## src/rtl/mips_pkg.sv

```systemverilog
// Shared types for the CPU-side blocks: DMA command encoding and DMA FSM states.
package mips_pkg;

    typedef enum logic [1:0] {
        NONE = 2'b00,
        D2S  = 2'b01,
        S2D  = 2'b10,
        RSVD = 2'b11
    } dma_cmd_t;

    typedef enum logic [2:0] {
        IDLE,
        D2S_REQ,
        D2S_WR,
        S2D_RD,
        S2D_REQ,
        FIN
    } dma_state_t;

    localparam logic [31:0] WORD_BYTES = 32'd4;

endpackage

```

## src/rtl/dma_ctrl.sv

```systemverilog
// Word-at-a-time DMA engine moving data between DRAM (req/ready handshake)
// and a 1-cycle-latency SRAM. One FSM plus the address/count datapath.
module dma_ctrl
    import mips_pkg::*;
#(
    parameter int SRAM_AW = 14,
    parameter int DW      = 32
) (
    input  logic               clk,
    input  logic               reset,
    input  logic [1:0]         dmaCmd,
    input  logic [31:0]        dmaSrcAddress,
    input  logic [31:0]        dmaDstAddress,
    input  logic [9:0]         dmaWidth,
    output logic               busy,
    output logic               done,
    output logic               dramReq,
    output logic               dramWe,
    output logic [31:0]        dramAddr,
    output logic [DW-1:0]      dramWData,
    input  logic               dramReady,
    input  logic [DW-1:0]      dramRData,
    output logic [SRAM_AW-1:0] sramAddr,
    output logic               sramWe,
    output logic [DW-1:0]      sramWData,
    input  logic [DW-1:0]      sramRData
);

    dma_state_t    state_q, state_d;
    logic [31:0]   src_q, src_d;
    logic [31:0]   dst_q, dst_d;
    logic [9:0]    cnt_q, cnt_d;
    logic [DW-1:0] data_q, data_d;
    logic          rdp_q, rdp_d;

    dma_cmd_t cmd;
    logic     cmd_ok;
    logic     last;

    assign cmd    = dma_cmd_t'(dmaCmd);
    assign cmd_ok = (cmd == D2S) || (cmd == S2D);
    assign last   = (cnt_q == 10'd1);
    assign busy   = (state_q != IDLE);

    always_ff @(posedge clk or negedge reset) begin
        if (!reset) begin
            state_q <= IDLE;
            src_q   <= '0;
            dst_q   <= '0;
            cnt_q   <= '0;
            data_q  <= '0;
            rdp_q   <= 1'b0;
        end else begin
            state_q <= state_d;
            src_q   <= src_d;
            dst_q   <= dst_d;
            cnt_q   <= cnt_d;
            data_q  <= data_d;
            rdp_q   <= rdp_d;
        end
    end

    always_comb begin
        state_d   = state_q;
        src_d     = src_q;
        dst_d     = dst_q;
        cnt_d     = cnt_q;
        data_d    = data_q;
        rdp_d     = 1'b0;
        done      = 1'b0;
        dramReq   = 1'b0;
        dramWe    = 1'b0;
        dramAddr  = '0;
        dramWData = '0;
        sramAddr  = '0;
        sramWe    = 1'b0;
        sramWData = '0;
        case (state_q)
            IDLE: begin
                if (cmd_ok) begin
                    src_d = dmaSrcAddress;
                    dst_d = dmaDstAddress;
                    cnt_d = dmaWidth;
                    if (dmaWidth == 10'd0) state_d = FIN;
                    else if (cmd == D2S)   state_d = D2S_REQ;
                    else                   state_d = S2D_RD;
                end
            end
            D2S_REQ: begin
                dramReq  = 1'b1;
                dramAddr = src_q;
                if (dramReady) begin
                    data_d  = dramRData;
                    state_d = D2S_WR;
                end
            end
            D2S_WR: begin
                sramWe    = 1'b1;
                sramAddr  = dst_q[SRAM_AW+1:2];
                sramWData = data_q;
                src_d     = src_q + WORD_BYTES;
                dst_d     = dst_q + WORD_BYTES;
                cnt_d     = cnt_q - 10'd1;
                state_d   = last ? FIN : D2S_REQ;
            end
            S2D_RD: begin
                // Address is held for two cycles: issue, then capture the read data.
                sramAddr = src_q[SRAM_AW+1:2];
                if (rdp_q) begin
                    data_d  = sramRData;
                    state_d = S2D_REQ;
                end else begin
                    rdp_d = 1'b1;
                end
            end
            S2D_REQ: begin
                dramReq   = 1'b1;
                dramWe    = 1'b1;
                dramAddr  = dst_q;
                dramWData = data_q;
                if (dramReady) begin
                    src_d   = src_q + WORD_BYTES;
                    dst_d   = dst_q + WORD_BYTES;
                    cnt_d   = cnt_q - 10'd1;
                    state_d = last ? FIN : S2D_RD;
                end
            end
            FIN: begin
                done    = 1'b1;
                state_d = IDLE;
            end
            default: state_d = IDLE;
        endcase
    end

endmodule

```

## config.mk

```make
export PLATFORM = sky130hd
export DESIGN_NAME = dma_ctrl
export DESIGN_NICKNAME = d
export VERILOG_FILES = /design/src/rtl/mips_pkg.sv /design/src/rtl/dma_ctrl.sv
export SDC_FILE = /design/constraint.sdc
export NUM_CORES = 1
export LEC_CHECK = 0
export ABC_AREA = 1
export CORE_UTILIZATION = 25
export DETAILED_ROUTE_END_ITERATION = 8
export DONT_BUFFER_PORTS = 1
export GPL_TIMING_DRIVEN = 1
export PLACE_DENSITY = 0.44
export SLEW_MARGIN = 10
export SYNTH_ARGS = -nofsm -noshare
export SYNTH_HDL_FRONTEND = slang
export SYNTH_SLANG_ARGS = --single-unit
```

## constraint.sdc

```tcl
create_clock -name clk -period 3.45 [get_ports clk]
set_input_delay 0.345 -clock clk [delete_from_list [all_inputs] [get_ports clk]]
set_output_delay 0.345 -clock clk [all_outputs]
set_load 0.005 [all_outputs]
```

==> results of run 1 <==
-- through the flow --
step / setup slack (ns) / total power, mW / hold WS [ns]
final: 1.00 / 9.18 / 0.112
after CTS: 0.997 / 9.28 / 0.0967
after detailed placement: 1.02 / 7.99 / 0.0568
after global routing: 0.747 / 10.2 / 0.106
after global placement: 1.11 / 7.93 / 0.0573
after floorplan: 1.84 / 6.50 / 0.0494
-- where the power goes --
part           total (mW)  switching, mW  internal, mW
Sequential           2.61          0.622          1.99
Clock                1.23          0.566         0.660
Combinational        5.34           3.70          1.64
-- synth_stat cells, drive strengths merged --
| library cell | n | area (um2) |
|---|---|---|
| nand2 | 378 | 1420 |
| nor2 | 276 | 1050 |
| inv | 148 | 556 |
| o21ai | 115 | 576 |
| dfrtp | 110 | 2750 |
| nand3 | 78 | 395 |
| o22ai | 44 | 275 |
| buf | 38 | 206 |
| mux2i | 32 | 320 |
| clkbuf | 17 | 63.8 |
| xor2 | 11 | 96.3 |
| a21oi | 9 | 45.0 |
| or2 | 6 | 37.5 |
| ha | 5 | 62.6 |
| nand4 | 5 | 31.3 |
| nand3b | 4 | 30.0 |
| nor3 | 3 | 15.0 |
| a22o | 2 | 17.5 |
| o211ai | 2 | 15.0 |
| a21o | 1 | 7.51 |
| and2 | 1 | 6.26 |
| and3 | 1 | 6.26 |
| xnor2 | 1 | 8.76 |
-- final cells by class --
cell class | instances | area (um2)
clock buffers | 11 | 243
diodes | 1 | 2.50
clock inverters | 5 | 82.6
fillers | 3524 | 22700
flip-flops and latches | 110 | 2750
repair buffers | 17 | 175
inverters | 148 | 556
well taps | 402 | 503
multi-input cells | 974 | 4450
-- registers in the layout, indices dropped and copies added, names as in the netlist --
register / count
cnt_q: 10
data_q: 32
dst_q: 32
rdp_q: 1
src_q: 32
state_q: 3
-- routing by layer --
layer / wire [um] / vias to the layer above / GRT usage (%)
met3: 1860 / 43 / 4.54
met2: 14300 / 293 / 31.6
met1: 12700 / 3649 / 22.5
met5: 27 / - / 0
li1: - / 3991 / -
met4: 926 / 4 / 7.01
-- timing repair --
action	CTS	global route
hold buffers	2	0
hold endpoints to repair	110	0
endpoints found under the setup margin	0	0
-- worst paths after layout --
| kind | startpoint | end | slack [ns] | cells past startpoint |
|---|---|---|---|---|
| max in group asynchronous | reset | data_q[5] | 2.31 | 2 |
| min in group asynchronous | reset | src_q[8] | 0.48 | 2 |
| min | dmaDstAddress[1] | dst_q[1] | 0.11 | 2 |
| max | state_q[0] | src_q[20] | 1.00 | 10 |
| min reg2reg | rdp_q | rdp_q | 0.41 | 1 |
| max reg2reg | state_q[0] | src_q[20] | 1.00 | 10 |
-- logic make-up (layout without fill, tap and decap cells) --
logic type | after synthesis | in the layout | synth area share, %
AOI/OAI and AO/OA | 173 | 173 | 11.7
buffers and inverters | 203 | 181 | 10.3
other | 0 | 1 | 0
DFF | 110 | 110 | 34.4
and+or+nand+nor | 752 | 752 | 37.4
adders and majority gates | 5 | 5 | 0.782
xor gates and xnor gates | 12 | 12 | 1.31
muxes | 32 | 32 | 4.01
==> results.py, run 1 <==
metrics = {
    "timing": {
        "relSlewSlack_pct": 48.4,
        "setup_violations": 0,
        "finalSetupTns_ns": 0,
        "slew_viol_final": 0,
        "worst_pin_slew_ns": 0.774,
        "clock-skew-final_ns": 0.0128,
        "min_period_ns": 2.45,
        "rsz0062_at_grt": "false",
        "timing.final.crit_share_pct": 70.9,
        "hold_violations": 0,
        "fmax_mhz": 409,
    },
    "clock_tree": {
        "cts_root_buf": "clkbuf_16",
        "numCtsBuffers": 9,
        "post_cts_buffers": 0,
        "cts_max_level": 3,
        "ctsResizeCount": 0,
        "clock_path_buffers": 2,
        "clkTransAtPathRegs_ns": 0.08,
        "cts_tree": "done",
        "clkSinkCount": 110,
        "clk_latency_ns": 0.38,
    },
    "floorplanning": {
        "std_cell_rows": 65,
        "die_width_um": 181,
        "initial_utilization_pct": 25.4,
        "die_area_um2": 32700,
        "boundaryPins": 258,
        "coreArea_um2": 31500,
        "die-height_um": 181,
    },
    "final_layout": {
        "post-route-cell-area_um2": 8760,
        "finalCoreUtilization_pct": 27.8,
        "final_common_cell": "nand2_1",
        "layout-drive-gt1-share_pct": 3.56,
        "final_cell_mix": "nand2_1, nor2_1, inv_1",
        "syn_to_final_growth_pct": 9.58,
        "final_cells": 1668,
        "nets": 1408,
    },
    "detailed_routing": {
        "drt_pass1_iterations": 5,
        "vias": 7980,
        "wl_um": 29900,
        "viasPerCell": 4.78,
        "ant_nets": 0,
        "detail_route.wl_per_cell_um": 17.9,
        "remaining_drc_errors": 0,
        "drt_iter0_drc": 573,
    },
    "grt": {
        "grt_pass1_vias": 7851,
        "grt_pass1_wl_um": 46400,
        "overflow": 0,
        "antenna_found_initial": 3,
        "grt_max_degree": 111,
        "track_usage_pct": 18.6,
    },
    "critical_path": {
        "path_cells": "inv_2 > nand3_2 > nand2_1 > nand3_2 > inv_2 > buf_4 > o21ai_0 > nand2_1 > nand2_1 > inv_1",
        "endpoint_kind": "flop",
        "worstPathArrival_ns": 2.77,
        "cp_max_fo": 38,
        "crit_path_frequent_cell": "nand2_1",
        "cp-start-kind": "flop",
        "cp_slowest_stage_delay_ns": 0.45,
        "crit_slowest_cell": "dfrtp_1",
        "path_delay_family": "simple AND/OR/NAND/NOR gates",
        "setup.worst_path.class": "flop to flop",
        "path_buf_inv": 4,
        "required_ns": 3.77,
    },
    "synth": {
        "synth_warnings": 0,
        "synth_cell_type_count": 31,
        "syn_nets": 1435,
        "syn_area_um2": 8000,
        "ys_seq_elements": 110,
        "synth.avg_cell_area_um2": 6.21,
        "yosysSeqAreaShare_pct": 34.4,
        "synth_cells": 1287,
    },
    "placed_design": {
        "post-dp-hpwl_um": 22600,
        "placed_cell_area_um2": 8400,
        "gp_congestion": 0.909,
        "place_inst": 1649,
        "port_buffers": 0,
    },
    "pwr": {
        "p_leak_nw": 4.19,
        "power_density_nw_per_um2": 1050,
        "max-vdd-ir-drop_mv": 0.477,
    },
    "min_path": {
        "min_path_type": "input pin to flop",
    },
    "run": {
        "drv_cap": 0,
    },
    "status": {
        "outcome": "finished clean",
    },
}
Note: power is estimated with default switching activity, not from simulation.
==> run 2, diff against run 1 <==
PLACE_DENSITY = 0.46   (was 0.44)
clock period = 2.1 ns   (was 3.45 ns; I/O delays follow)
==> run 2 against run 1 <==
  * The run now ends with negative hold slack left
  * First-iteration DRC count down 14%
  * Combinational power rose by 77%
  * Die area unchanged
  * Final area increased by 4.2%
  * Critical path depth fell by 6
==> results.py, run 2 (synthesized netlist as in run 1, its figures left out) <==
metrics = {
    "detailed_routing": {
        "remaining_drc_errors": 0,
        "drt_iter0_drc": 493,
        "vias": 8085,
        "ant_nets": 0,
        "wl_um": 29700,
        "viasPerCell": 4.76,
        "drt_pass1_iterations": 5,
        "detail_route.wl_per_cell_um": 17.5,
    },
    "clock_tree": {
        "numCtsBuffers": 9,
        "cts_root_buf": "clkbuf_16",
        "cts_hold_buf": 4,
        "clk_latency_ns": 0.37,
        "clock_path_buffers": 2,
        "clkSinkCount": 110,
        "clkTransAtPathRegs_ns": 0.09,
        "cts_max_level": 3,
        "cts_tree": "done",
    },
    "run": {
        "drv_cap": 0,
    },
    "final_layout": {
        "final_cell_mix": "nand2_1, nor2_1, inv_1",
        "syn_to_final_growth_pct": 14.2,
        "top_regs": "data_q: 32 flops, dst_q: 32 flops, src_q: 32 flops",
        "final_common_cell": "nand2_1",
        "nets": 1437,
        "fillerInstances": 3533,
        "final_cells": 1700,
        "layout-drive-gt1-share_pct": 6.49,
    },
    "grt": {
        "overflow": 0,
        "grt_max_degree": 111,
        "grt_pass1_wl_um": 44900,
        "antenna_found_initial": 5,
        "track_usage_pct": 18.0,
        "grt_pass1_vias": 7737,
    },
    "timing": {
        "relSlewSlack_pct": 63.2,
        "clock-skew-final_ns": 0.0171,
        "timing.final.crit_share_pct": 95.4,
        "finalSetupTns_ns": 0,
        "fmax_mhz": 499,
        "min_period_ns": 2.00,
        "whs_ns": -0.473,
        "rsz0062_at_grt": "false",
        "worst_pin_slew_ns": 0.552,
        "setup_violations": 0,
        "hold_violations": 110,
        "slew_viol_final": 0,
    },
    "min_path": {
        "min_path_type": "input pin to async pin",
    },
    "floorplanning": {
        "coreArea_um2": 31500,
        "die_area_um2": 32700,
        "die-height_um": 181,
        "die_width_um": 181,
        "boundaryPins": 258,
        "std_cell_rows": 65,
        "initial_utilization_pct": 25.4,
    },
    "critical_path": {
        "required_ns": 1.89,
        "cp_max_fo": 32,
        "cp-start-kind": "flop",
        "worstPathArrival_ns": 1.79,
        "setup.worst_path.class": "flop to output pin",
        "endpoint_kind": "output pin",
    },
    "pwr": {
        "max-vdd-ir-drop_mv": 1.10,
        "p_int_mw": 7.51,
        "power_mw": 15.6,
        "combPwrFrac_pct": 60.5,
        "switching_share_pct": 52.0,
        "p_leak_nw": 4.37,
        "seqPwrFrac_pct": 27.4,
        "p_clk_share_pct": 12.1,
        "power_density_nw_per_um2": 1710,
        "switchingPower_mw": 8.12,
    },
    "placed_design": {
        "port_buffers": 0,
        "post-dp-hpwl_um": 22700,
        "place_inst": 1675,
        "gp_congestion": 0.875,
    },
    "status": {
        "violations": "negative hold slack",
        "outcome": "finished with violations",
    },
}
-- run 2: cell types whose count changed in the layout (fill, tap and decap cells not counted), moves of 2 or more --
| cell | before | now |
|---|---|---|
| diode_2 | 1 | 4 |
| o22ai_1 | 44 | 31 |
| buf_4 | 13 | 32 |
| dlygate4sd3_1 | 1 | 4 |
| clkinv_4 | 2 | 0 |
| buf_12 | 2 | 8 |
| o22ai_2 | 0 | 12 |
| clkinvlp_4 | 0 | 2 |
-- run 2: critical path: stages (launching register included) --
cell     delay, ns
dfrtp_1       0.45
inv_2         0.12
nand3_2       0.18
buf_4         0.30
nor2_1        0.36
-- run 2: path summary, 6_finish.rpt --
path                             startpoint  slack [ns]            end  cells past startpoint
setup / recovery                 state_q[0]         0.1  sramWData[21]                      4
hold / removal                        reset       -0.47       dst_q[6]                      0
setup reg to reg                 state_q[1]        0.16       dst_q[7]                      9
hold reg to reg                       rdp_q        0.41          rdp_q                      1
max in group asynchronous             reset        2.39      data_q[4]                      0
min in group clk           dmaDstAddress[0]        0.01       dst_q[0]                      2
-- run 2: stage by stage --
| step | setup WS (ns) | util (%) | area [um2] |
|---|---|---|---|
| global route | 0.00572 | 29.0 | 9130 |
| floorplan | 0.528 | - | 8000 |
| finish | 0.0975 | 29.0 | 9130 |
| global placement | 0.212 | 27.5 | 8650 |
| detailed placement | 0.208 | 27.5 | 8650 |
| CTS | 0.00484 | 28.9 | 9090 |
-- run 2: timing repair --
action                                 4_1_cts  5_1_grt
setup endpoints to repair                   15       16
setup buffers                                0        1
endpoints found under the hold margin      114      110
pin swaps                                    0        1
resized for setup                           15        5
-- run 2: power groups by stage --
stage	logic, mW	registers [mW]	clock network [mW]
2_1_floorplan	6.71	3.97	0
3_3_place_gp	9.24	4.29	0
3_5_place_dp	9.36	4.28	0
4_1_cts	9.51	4.27	1.97
5_1_grt	10.7	4.46	2.03
6_report	9.45	4.28	1.89
-- run 2: area by class of cell --
cell class                 count  area [um2]  area share [%]
multi-input combinational    974        4540            49.7
clock buffer                  11         243            2.66
tap                          402         503            5.51
inverter                     148         556            6.08
timing repair buffer          46         467            5.11
clock inverter                 5        65.1           0.712
antenna                        4        10.0           0.110
sequential                   110        2750            30.1
-- run 2: routing by layer --
layer	global-route usage (%)	part of all wire, %	vias to the layer above
li1	-	-	4061
met1	21.4	43	3717
met2	32.0	49	267
met3	3.99	5.7	38
met4	5.95	2.5	2
met5	0	0.037	-
==> run 3, diff against run 2 <==
CELL_PAD_IN_SITES_DETAIL_PLACEMENT = 0   (was default)
CELL_PAD_IN_SITES_GLOBAL_PLACEMENT = 1   (was default)
PLACE_DENSITY = 0.63   (was 0.46)
SKIP_LAST_GASP = 1   (was default)
==> run 3 against run 2 <==
  * The flow still finishes with violations (negative hold slack)
  * Flip-flop and latch count unchanged
  * Global-route usage up 1.1 points
  * Sequential share of layout area down 1.0 points
  * Clock power grew 3%
  * Register-to-register slack hardly changed
  * Critical path depth up 2
  * Non-clock buffer count is 10 higher
  * Total power rose by 2.7%
  * First-iteration DRC count down 10%
  * Routed wire length grew 3.6%
  * Utilization is 1.0 points higher
  * Critical path type unchanged
  * Largest cell class unchanged
  * Largest power group unchanged
==> results.py, run 3 (synthesized netlist as in run 1, its figures left out) <==
metrics = {
    "pwr": {
        "p_leak_nw": 4.51,
        "power_density_nw_per_um2": 1700,
        "power_mw": 16.0,
        "max-vdd-ir-drop_mv": 0.722,
    },
    "placed_design": {
        "port_buffers": 0,
        "place_inst": 1673,
        "post-dp-hpwl_um": 23000,
        "placed_cell_area_um2": 8670,
        "gp_congestion": 0.849,
    },
    "clock_tree": {
        "cts_root_buf": "clkbuf_16",
        "clock_path_buffers": 2,
        "clk_latency_ns": 0.38,
        "clkTransAtPathRegs_ns": 0.08,
        "clkSinkCount": 110,
        "cts_tree": "done",
        "numCtsBuffers": 9,
        "cts_max_level": 3,
    },
    "detailed_routing": {
        "drt_pass1_iterations": 4,
        "vias": 8250,
        "ant_nets": 0,
        "wl_um": 30800,
        "drt_iter0_drc": 443,
        "detail_route.wl_per_cell_um": 18.0,
        "viasPerCell": 4.83,
        "remaining_drc_errors": 0,
    },
    "critical_path": {
        "worstPathArrival_ns": 1.87,
        "timing.rr.end": "data_q[2]",
        "cp_max_fo": 32,
        "endpoint_kind": "output pin",
        "rrSetupSlack_ns": 0.16,
        "reg2regPathDepth": 6,
        "cp-start-kind": "flop",
        "required_ns": 1.89,
        "setup.worst_path.class": "flop to output pin",
        "r2r_start": "state_q[0]",
    },
    "timing": {
        "hold_violations": 110,
        "slew_viol_final": 0,
        "whs_ns": -0.486,
        "fmax_mhz": 481,
        "setup_violations": 0,
        "min_period_ns": 2.08,
        "relSlewSlack_pct": 71.5,
        "timing.final.crit_share_pct": 99.0,
        "finalSetupTns_ns": 0,
        "worst_pin_slew_ns": 0.427,
        "rsz0062_at_grt": "true",
        "clock-skew-final_ns": 0.0125,
    },
    "final_layout": {
        "post-route-cell-area_um2": 9450,
        "top_regs": "data_q: 32 flops, dst_q: 32 flops, src_q: 32 flops",
        "syn_to_final_growth_pct": 18.2,
        "finalCoreUtilization_pct": 30.0,
        "final_cell_mix": "nand2_1, nor2_1, inv_1",
        "ff_latch_area_um2": 2750,
        "multiInputGateArea_um2": 4670,
        "fillerInstances": 3484,
        "layout-drive-gt1-share_pct": 8.98,
        "final_common_cell": "nand2_1",
        "final_cells": 1708,
        "nets": 1447,
    },
    "grt": {
        "track_usage_pct": 19.1,
        "grt_pass1_vias": 8190,
        "overflow": 0,
        "antenna_found_initial": 4,
        "grt_pass1_wl_um": 47500,
        "grt_max_degree": 111,
    },
    "floorplanning": {
        "boundaryPins": 258,
        "coreArea_um2": 31500,
        "die-height_um": 181,
        "std_cell_rows": 65,
        "initial_utilization_pct": 25.4,
        "die_area_um2": 32700,
        "die_width_um": 181,
    },
    "run": {
        "drv_cap": 0,
    },
    "status": {
        "outcome": "finished with violations",
        "violations": "negative hold slack",
    },
    "min_path": {
        "min_path_type": "input pin to async pin",
    },
}
-- run 3: routing by layer --
layer	share of wire (%)	track usage (%)
met5	0.088	0
met4	2.3	5.44
met3	7.0	5.14
met2	48	33.4
met1	43	22.8
-- run 3: worst max-delay path by stage --
stage / slack, ns / from / depth (start not counted) / end
final: 0.02 / state_q[0] / 6 / dramWData[17]
after global routing: -0.08 / state_q[1] / 6 / dramWData[6]
after CTS: -0.01 / state_q[0] / 6 / dramWData[21]
after detailed placement: 0.13 / state_q[1] / 9 / src_q[7]
after global placement: 0.17 / state_q[1] / 9 / src_q[7]
after floorplan: 0.53 / state_q[0] / 10 / src_q[13]
-- run 3: timing repair --
item                                    CTS  global route
cloned                                    2             0
endpoints found under the setup margin   16            67
setup buffers                             2             0
hold endpoints to repair                120           111
pin swaps                                 1             1
hold buffers                             12             1
gates resized for setup                  37            14
-- run 3: metrics by stage --
step	setup WS (ns)	hold WS (ns)
floorplan	0.528	-0.0856
global placement	0.171	-0.0813
detailed placement	0.126	-0.0808
CTS	-0.00951	-0.512
global route	-0.0835	-0.513
finish	0.0208	-0.486
-- run 3: where the power goes --
group	internal, mW	switching, mW
sequential	3.26	0.978
combinational	3.46	6.39
clock	1.05	0.897
-- run 3: critical path, cell delays in order (launching register included) --
cell and delay, ns:
dfrtp_1 0.40, inv_2 0.09, nand2_2 0.09, nor2_4 0.29, inv_6 0.11, bufbuf_16 0.34, nor2_1 0.15
-- run 3: layout make-up --
type | count | area share [%]
Tap cell | 402 | 5.32
Clock buffer | 10 | 2.42
Sequential cell | 110 | 29.1
Antenna cell | 3 | 0.0795
Multi-Input combinational cell | 974 | 49.5
Timing Repair Buffer | 56 | 6.77
Clock inverter | 5 | 0.874
Inverter | 148 | 5.93
